### src/rtl/trig_playback.sv
// trig_playback: plays a stored waveform from the sample BRAM to the DAC path on
// each rising edge of cpu_flag, len samples per repetition for reps repetitions.
module trig_playback #(
  parameter int unsigned ADDR_W  = 14,
  parameter int unsigned DATA_W  = 16,
  parameter int unsigned LATENCY = 2
) (
  input  logic              clk,
  input  logic              rst,
  input  logic              cpu_flag,
  input  logic [ADDR_W:0]   num_samples,
  input  logic [15:0]       num_reps,
  output logic [ADDR_W-1:0] mem_addr,
  output logic              mem_en,
  input  logic [DATA_W-1:0] mem_data,
  output logic [DATA_W-1:0] dac_data,
  output logic              dac_valid,
  output logic              busy,
  output logic              done,
  output logic              trig_missed
);

  localparam int unsigned LEN_W = ADDR_W + 1;
  localparam int unsigned REP_W = 16;

  typedef enum logic [1:0] {
    IDLE  = 2'd0,
    PLAY  = 2'd1,
    DRAIN = 2'd2,
    DONE  = 2'd3
  } state_t;

  state_t              state, state_d;
  logic                flag_q;
  logic [LEN_W-1:0]    len, len_d;
  logic [REP_W-1:0]    reps, reps_d;
  logic [REP_W-1:0]    rep_cnt, rep_cnt_d;
  logic [ADDR_W-1:0]   mem_addr_d;
  logic                mem_en_d;
  logic                busy_d;
  logic                done_d;
  logic                trig_missed_d;
  logic [LATENCY-1:0]  en_pipe;

  logic                trig_c;
  logic                last_addr_c;
  logic                last_rep_c;
  logic                drain_busy_c;

  // Control registers: FSM state, latched burst parameters, BRAM port and status
  always_ff @(posedge clk or posedge rst) begin
    if (rst) begin
      state       <= IDLE;
      flag_q      <= 1'b1;
      len         <= '0;
      reps        <= '0;
      rep_cnt     <= '0;
      mem_addr    <= '0;
      mem_en      <= 1'b0;
      busy        <= 1'b0;
      done        <= 1'b0;
      trig_missed <= 1'b0;
    end else begin
      state       <= state_d;
      flag_q      <= cpu_flag;
      len         <= len_d;
      reps        <= reps_d;
      rep_cnt     <= rep_cnt_d;
      mem_addr    <= mem_addr_d;
      mem_en      <= mem_en_d;
      busy        <= busy_d;
      done        <= done_d;
      trig_missed <= trig_missed_d;
    end
  end

  // Next-state and next-output logic for the playback sequencer
  always_comb begin
    state_d       = state;
    len_d         = len;
    reps_d        = reps;
    rep_cnt_d     = rep_cnt;
    mem_addr_d    = mem_addr;
    mem_en_d      = 1'b0;
    busy_d        = busy;
    done_d        = 1'b0;

    trig_c        = cpu_flag & ~flag_q;
    trig_missed_d = trig_c && (state != IDLE);
    last_addr_c   = ({1'b0, mem_addr} == (len - LEN_W'(1)));
    last_rep_c    = (rep_cnt == (reps - REP_W'(1)));

    // Reads still in flight that have not yet reached the output stage
    drain_busy_c = mem_en;
    for (int unsigned i = 0; i + 1 < LATENCY; i++) begin
      drain_busy_c = drain_busy_c | en_pipe[i];
    end

    case (state)
      IDLE: begin
        if (trig_c) begin
          len_d      = num_samples;
          reps_d     = (num_reps == '0) ? REP_W'(1) : num_reps;
          rep_cnt_d  = '0;
          mem_addr_d = '0;
          busy_d     = 1'b1;
          if (num_samples == '0) begin
            state_d = DONE;
          end else begin
            state_d  = PLAY;
            mem_en_d = 1'b1;
          end
        end
      end
      PLAY: begin
        if (last_addr_c) begin
          mem_addr_d = '0;
          if (last_rep_c) begin
            state_d = DRAIN;
          end else begin
            rep_cnt_d = rep_cnt + REP_W'(1);
            mem_en_d  = 1'b1;
          end
        end else begin
          mem_addr_d = mem_addr + ADDR_W'(1);
          mem_en_d   = 1'b1;
        end
      end
      DRAIN: begin
        // Leave when only the final sample remains, so DONE lines up with the last valid
        if (!drain_busy_c) begin
          state_d = DONE;
        end
      end
      DONE: begin
        state_d = IDLE;
        busy_d  = 1'b0;
        done_d  = 1'b1;
      end
      default: begin
        state_d = IDLE;
        busy_d  = 1'b0;
      end
    endcase
  end

  // Read-latency tracking and registered DAC output; data holds between valids
  always_ff @(posedge clk or posedge rst) begin
    if (rst) begin
      en_pipe   <= '0;
      dac_valid <= 1'b0;
      dac_data  <= '0;
    end else begin
      en_pipe[0] <= mem_en;
      for (int unsigned i = 1; i < LATENCY; i++) begin
        en_pipe[i] <= en_pipe[i-1];
      end
      dac_valid <= en_pipe[LATENCY-1];
      if (en_pipe[LATENCY-1]) begin
        dac_data <= mem_data;
      end
    end
  end

endmodule

### config.mk
export PLATFORM = sky130hd
export DESIGN_NAME = trig_playback
export DESIGN_NICKNAME = d
export VERILOG_FILES = /design/src/rtl/trig_playback.sv
export SDC_FILE = /design/constraint.sdc
export NUM_CORES = 1
export LEC_CHECK = 0
export ABC_AREA = 0
export CORE_MARGIN = 3
export CORE_UTILIZATION = 53
export CTS_CLUSTER_DIAMETER = 200
export DETAILED_ROUTE_END_ITERATION = 6
export MAX_ROUTING_LAYER = met4
export PLACE_DENSITY_LB_ADDON = 0.12
export SYNTH_ARGS = -nofsm -noshare
export SYNTH_HDL_FRONTEND = slang
export SYNTH_SLANG_ARGS = --single-unit
### constraint.sdc
create_clock -name clk -period 4.1 [get_ports clk]
set_clock_uncertainty 0.15 [all_clocks]
set_input_delay 0.41 -clock clk [delete_from_list [all_inputs] [get_ports clk]]
set_output_delay 0.41 -clock clk [all_outputs]
set_load 0.005 [all_outputs]
## Yosys cells after proc, flatten, opt, wreduce, memory -nomap -nowiden

Cells that the tools add are included.

| storage, ports and cells | value |
|---|---|
| input bits | 50 |
| register bits after elaboration | 87 |
| output and inout bits | 35 |
| word-level logic and storage cells | 64 |

| operators by class | value |
|---|---|
| eq/ne operators | 10 |
| multiplexer cells | 22 |
| bitwise operators | 3 |
| reduce and logical (&&, ||, !) cells | 12 |
| add/subtract/negate cells | 4 |

Operators by type and width:

| operator | count |
|---|---|
| $mux 16 | 4 |
| $pmux 16 s2 | 1 |
| $mux 14 | 2 |
| $pmux 14 s2 | 1 |
| $add 16x1->16 const B | 1 |
| $eq 16x16->1 | 1 |
| $logic_not 16->1 | 1 |
| $sub 16x1->16 const B | 1 |
| $eq 14x15->1 | 1 |
| $logic_not 15->1 | 1 |
| $sub 15x1->15 const B | 1 |
| $add 14x1->14 const B | 1 |
| $mux 2 | 5 |
| $ne 2x2->1 const B | 5 |
| $pmux 2 s4 | 1 |
| $reduce_and 4->1 | 2 |
| $mux 1 | 6 |
| $reduce_and 2->1 | 3 |
| $reduce_bool 2->1 | 3 |
| $eq 2x2->1 const B | 2 |
| $pmux 1 s2 | 2 |
| $eq 2x1->1 const B | 1 |
| $logic_not 2->1 | 1 |
| $and 1x1->1 | 1 |
| other kinds (3) | 3 |

## Logic depth before layout (Yosys ltp)

| depth | value |
|---|---|
| depth after elaboration | 5 |
| gate-level depth with buffers | 13 |
| depth with buffers taken out | 11 |

## Worst setup path before layout

No wires, ideal clock.

| path | value |
|---|---|
| path kind | flip-flop to flip-flop |
| start | register len[7] |
| end | register rep_cnt[13] |
| setup slack | 0.806 ns |
| setup time | 0.078 ns |
| arrival time | 3.066 ns |
| stages on the path, launching flop included | 10 |
| path buffers | 0 |
| period minus slack after synthesis | 3.294 ns |
| data required time | 3.872 ns |
| cell sequence | dfrtp_1 or4_4 nor2_1 xor2_1 or4b_2 a211o_1 o21ai_4 o21ai_2 or4_1 a21oi_1 |

| between the ends | value |
|---|---|
| longest elaborated chain between the ends | 4 |

RTL lines:

| item | line | text |
|---|---|---|
| start: declaration | 35 | `logic [LEN_W-1:0] len, len_d;` |
| start signal: assignment | 66 | `len <= len_d;` |
| $sub 15x1->15 | 90 | `last_addr_c = ({1'b0, mem_addr} == (len - LEN_W'(1)));` |
| $eq 14x15->1 | 90 |  |
| $ne 2x2->1 (no source line) | - |  |
| $reduce_and 4->1 (no source line) | - |  |
| end signal: assignment | 68 | `rep_cnt <= rep_cnt_d;` |
| end: declaration | 37 | `logic [REP_W-1:0] rep_cnt, rep_cnt_d;` |

No other way between the ends.
A chain may end at the register's enable or synchronous reset.

## Worst setup path in the final report

Ends and elaborated chain as after synthesis.

==> reports/qor.json <==
{
  "pwr_density": {"value": 618, "unit": "nW/um2"},
  "die_height": {"value": 102, "unit": "um"},
  "timing_max_transition_violations_final": {"value": 0},
  "static-leakage-power": {"value": 2.66, "unit": "nW"},
  "yosys_warnings": {"value": 0},
  "synth.cells.most_frequent": {"value": "sky130_fd_sc_hd__nand2_1 (101), sky130_fd_sc_hd__dfrtp_1 (86), sky130_fd_sc_hd__nor2_1 (41), sky130_fd_sc_hd__o21ai_0 (27), sky130_fd_sc_hd__xor2_1 (25)"},
  "fillCellCount": {"value": 715},
  "fp.coreArea": {"value": 8810, "unit": "um2"},
  "tns": {"value": 0, "unit": "ps"},
  "tritoncts": {"value": "yes"},
  "drc": {"value": 0},
  "clock_insertion_delay_worst_skew": {"value": 360, "unit": "ps"},
  "floorplan.initialDensity": {"value": 55.1, "unit": "%"},
  "cts_buffers": {"value": 9},
  "nNetsFinal": {"value": 670},
  "outcome": {"value": "finished clean"},
  "ys_ff_latch": {"value": 87},
  "irDropWorstVdd": {"value": 0.270, "unit": "mV"},
  "totalWireLength": {"value": 11500, "unit": "um"},
  "dp_hpwl": {"value": 8550, "unit": "um"},
  "power.total": {"value": 3.72, "unit": "mW"},
  "grt_pass1_vias": {"value": 3990},
  "cts_max_level": {"value": 3},
  "p_comb_share": {"value": 39.4, "unit": "%"},
  "synthesis.nets": {"value": 594},
  "antenna-diode-count": {"value": 0},
  "place_congestion": {"value": 0.909},
  "synth_top_area_share": {"value": 44.4, "unit": "%"},
  "fraction_of_layout_cells_with_a_size_suffix_above_1": {"value": 9.24, "unit": "%"},
  "rows": {"value": 34},
  "netlist_instances": {"value": 536},
  "numPortBuffers": {"value": 84},
  "wl_per_cell": {"value": 15.8, "unit": "um"},
  "drtAntennaViolNets": {"value": 0},
  "ys_seq_area_share": {"value": 44.9, "unit": "%"},
  "route.vias.total": {"value": 4194},
  "final_hold_viol_count": {"value": 0},
  "clock-root-buffer": {"value": "sky130_fd_sc_hd__clkbuf_8"},
  "synth.top_cells.by_area": {"value": "sky130_fd_sc_hd__dfrtp_1 (44%), sky130_fd_sc_hd__nand2_1 (7.8%), sky130_fd_sc_hd__xor2_1 (4.5%)"},
  "holdCritPathClass": {"value": "reg2reg"},
  "fp.dieArea": {"value": 10300, "unit": "um2"},
  "worst_slack": {"value": 418, "unit": "ps"},
  "vias_per_cell": {"value": 5.78},
  "crit_slowest_cell": {"value": "sky130_fd_sc_hd__or4b_2"},
  "total_of_cells_resized_after_clock_tree_synthesis": {"value": 0},
  "clk_pin_slew_worst_setup_hold_paths": {"value": 90, "unit": "ps"},
  "crit_path_start_kind": {"value": "flop"},
  "worst_setup_timing_slack_at_the_placement_stage": {"value": 441, "unit": "ps"},
  "dominantRegCellSynth": {"value": "sky130_fd_sc_hd__dfrtp_1"},
  "data_arrival_critical_path": {"value": 3800, "unit": "ps"},
  "post_syn_area_per_cell": {"value": 9.05, "unit": "um2"},
  "grt_antenna_before_repair": {"value": 0},
  "min_period": {"value": 3680, "unit": "ps"},
  "cpPeakStageDelay": {"value": 660, "unit": "ps"},
  "fin_worst_hold_slack": {"value": 243, "unit": "ps"},
  "grt_max_degree": {"value": 39},
  "grt_remaining_overflow": {"value": 0},
  "grt_setup_unrepaired": {"value": "false"},
  "worstPathCellList": {"value": "or4_4, nor2_1, xor2_1, or4b_2, a211o_1, o21ai_4, o21ai_2, or4_1, a21oi_1"},
  "net-switching-power": {"value": 1.39, "unit": "mW"},
  "grt.total_usage": {"value": 23.8, "unit": "%"},
  "design.portCount": {"value": 85},
  "sw_frac_of_total": {"value": 37.2, "unit": "%"},
  "worst_tran_pin_value": {"value": 881, "unit": "ps"},
  "layout-area-overhead-vs-synth": {"value": 24.2, "unit": "%"},
  "synth-async-reset-ratio": {"value": 100, "unit": "%"},
  "clock.fmax": {"value": 272, "unit": "MHz"},
  "timing.critical_path.fanout_max": {"value": 13},
  "synth_most_common_cell": {"value": "sky130_fd_sc_hd__nand2_1"},
  "drt_pre_antenna_iters": {"value": 5},
  "grt_pass1_wl": {"value": 19000, "unit": "um"},
  "post_synthesis_cell_area": {"value": 4850, "unit": "um2"},
  "first_iter_violations": {"value": 201},
  "post-cts-setup-buffers": {"value": 0},
  "max_slew_margin": {"value": 40.7, "unit": "%"},
  "cp.required": {"value": 4220, "unit": "ps"},
  "number_of_unique_standard_cell_types_used_by_synthesis": {"value": 64},
  "ctsLongestPathBuffers": {"value": 2},
  "finalSetupViolCount": {"value": 0},
  "synth_top_area_cell": {"value": "sky130_fd_sc_hd__dfrtp_1"},
  "drv_cap": {"value": 0},
  "die_width": {"value": 102, "unit": "um"},
  "p_int": {"value": 2.34, "unit": "mW"},
  "finalCritPeriodShare": {"value": 89.8, "unit": "%"},
  "cts.hold.buffers_added": {"value": 0},
  "synth_edf_count": {"value": 0},
  "share_seq_of_total_power": {"value": 40.8, "unit": "%"},
  "cts.sinks": {"value": 87},
  "crit_end_element": {"value": "flop"},
  "share_clk_of_total_power": {"value": 19.8, "unit": "%"},
  "path_class": {"value": "reg2reg"}
}
-- sequential cells by signal (all words and copies together) (netlist names), 2 cells and up --
signal and count:
rep_cnt 16, state 2, dac_data 16, reps 16
mem_addr 14, len 15, en_pipe 2
-- critical path: cells and delay by family, from the launching register on --
family,cells,cell delay (ps)
xor gates and xnor gates,1,70
DFF,1,460
and+or+nand+nor,4,1900
AOI/OAI and AO/OA,4,1030
-- area by class of cell --
type                    instances  area [um2]  share of cell area (%)
clock buffers                   9         124                    2.06
clock inverters                 7         125                    2.08
inverters                      19        72.6                    1.20
multi-input cells             405        2500                    41.5
flip-flops and latches         87        2180                    36.2
well taps                     108         135                    2.24
repair buffers                 90         886                    14.7
-- layout by cell type, fill, tap and decap left out, types with 5 or more instances in the layout --
cell	count
sky130_fd_sc_hd__ha_1	8
sky130_fd_sc_hd__nor4_1	10
sky130_fd_sc_hd__and3_1	8
sky130_fd_sc_hd__a21o_1	8
sky130_fd_sc_hd__nand4_1	12
sky130_fd_sc_hd__mux2_2	18
sky130_fd_sc_hd__xor2_1	25
sky130_fd_sc_hd__clkdlybuf4s50_1	84
sky130_fd_sc_hd__xnor2_1	18
sky130_fd_sc_hd__clkbuf_8	9
sky130_fd_sc_hd__or4_1	5
sky130_fd_sc_hd__a21oi_1	20
sky130_fd_sc_hd__nand2_1	101
sky130_fd_sc_hd__nand3_1	19
sky130_fd_sc_hd__dfrtp_1	86
sky130_fd_sc_hd__or3_1	6
sky130_fd_sc_hd__inv_1	18
sky130_fd_sc_hd__nor2_1	40
sky130_fd_sc_hd__a21boi_0	5
sky130_fd_sc_hd__nor3_1	12
sky130_fd_sc_hd__o21ai_0	27
sky130_fd_sc_hd__buf_4	6
-- stage by stage --
step | utilization (%) | area, um2 | instances
floorplan | - | 4850 | 536
global placement | 65.6 | 5770 | 709
detailed placement | 65.6 | 5770 | 709
CTS | 68.4 | 6020 | 725
global route | 68.4 | 6020 | 725
finish | 68.4 | 6020 | 725
-- logic make-up (layout without fill, tap and decap cells) --
| logic type | count (synthesis) | after routing | synth area share [%] |
|---|---|---|---|
| flip-flops | 87 | 87 | 44.9 |
| multiplexers | 21 | 21 | 4.80 |
| buffers and inverters | 44 | 125 | 3.51 |
| AND/OR/NAND/NOR | 241 | 241 | 24.3 |
| adder cells (fa/ha/maj) | 8 | 8 | 2.06 |
| AO/OA/AOI/OAI | 92 | 92 | 12.7 |
| XOR/XNOR | 43 | 43 | 7.77 |
-- worst paths after layout --
kind                       startpoint      endpoint  slack, ps  cells after the start
setup / recovery               len[7]   rep_cnt[13]        420                      9
hold / removal             en_pipe[0]    en_pipe[1]        240                      0
setup reg to reg               len[7]   rep_cnt[13]        420                      9
hold reg to reg            en_pipe[0]    en_pipe[1]        240                      0
max in group asynchronous         rst        flag_q       2640                      3
min in group asynchronous         rst  dac_data[12]        300                      2
-- routing by layer --
layer  GRT usage, %  vias up  part of all wire [%]
met5              -        -                     0
met4           7.06        0                   1.3
met3           2.62       15                   5.2
met2           37.1      134                    47
met1           32.9     2017                    46
li1               -     2028                     -
-- power by group through the flow --
stage / Clock, mW / Sequential (mW) / Combinational, mW
2_1_floorplan: 0 / 1.38 / 1.06
3_3_place_gp: 0 / 1.51 / 1.41
3_5_place_dp: 0 / 1.53 / 1.45
4_1_cts: 0.751 / 1.52 / 1.47
5_1_grt: 0.787 / 1.57 / 1.64
6_report: 0.738 / 1.52 / 1.47
Power figures use the tool's default switching activity.
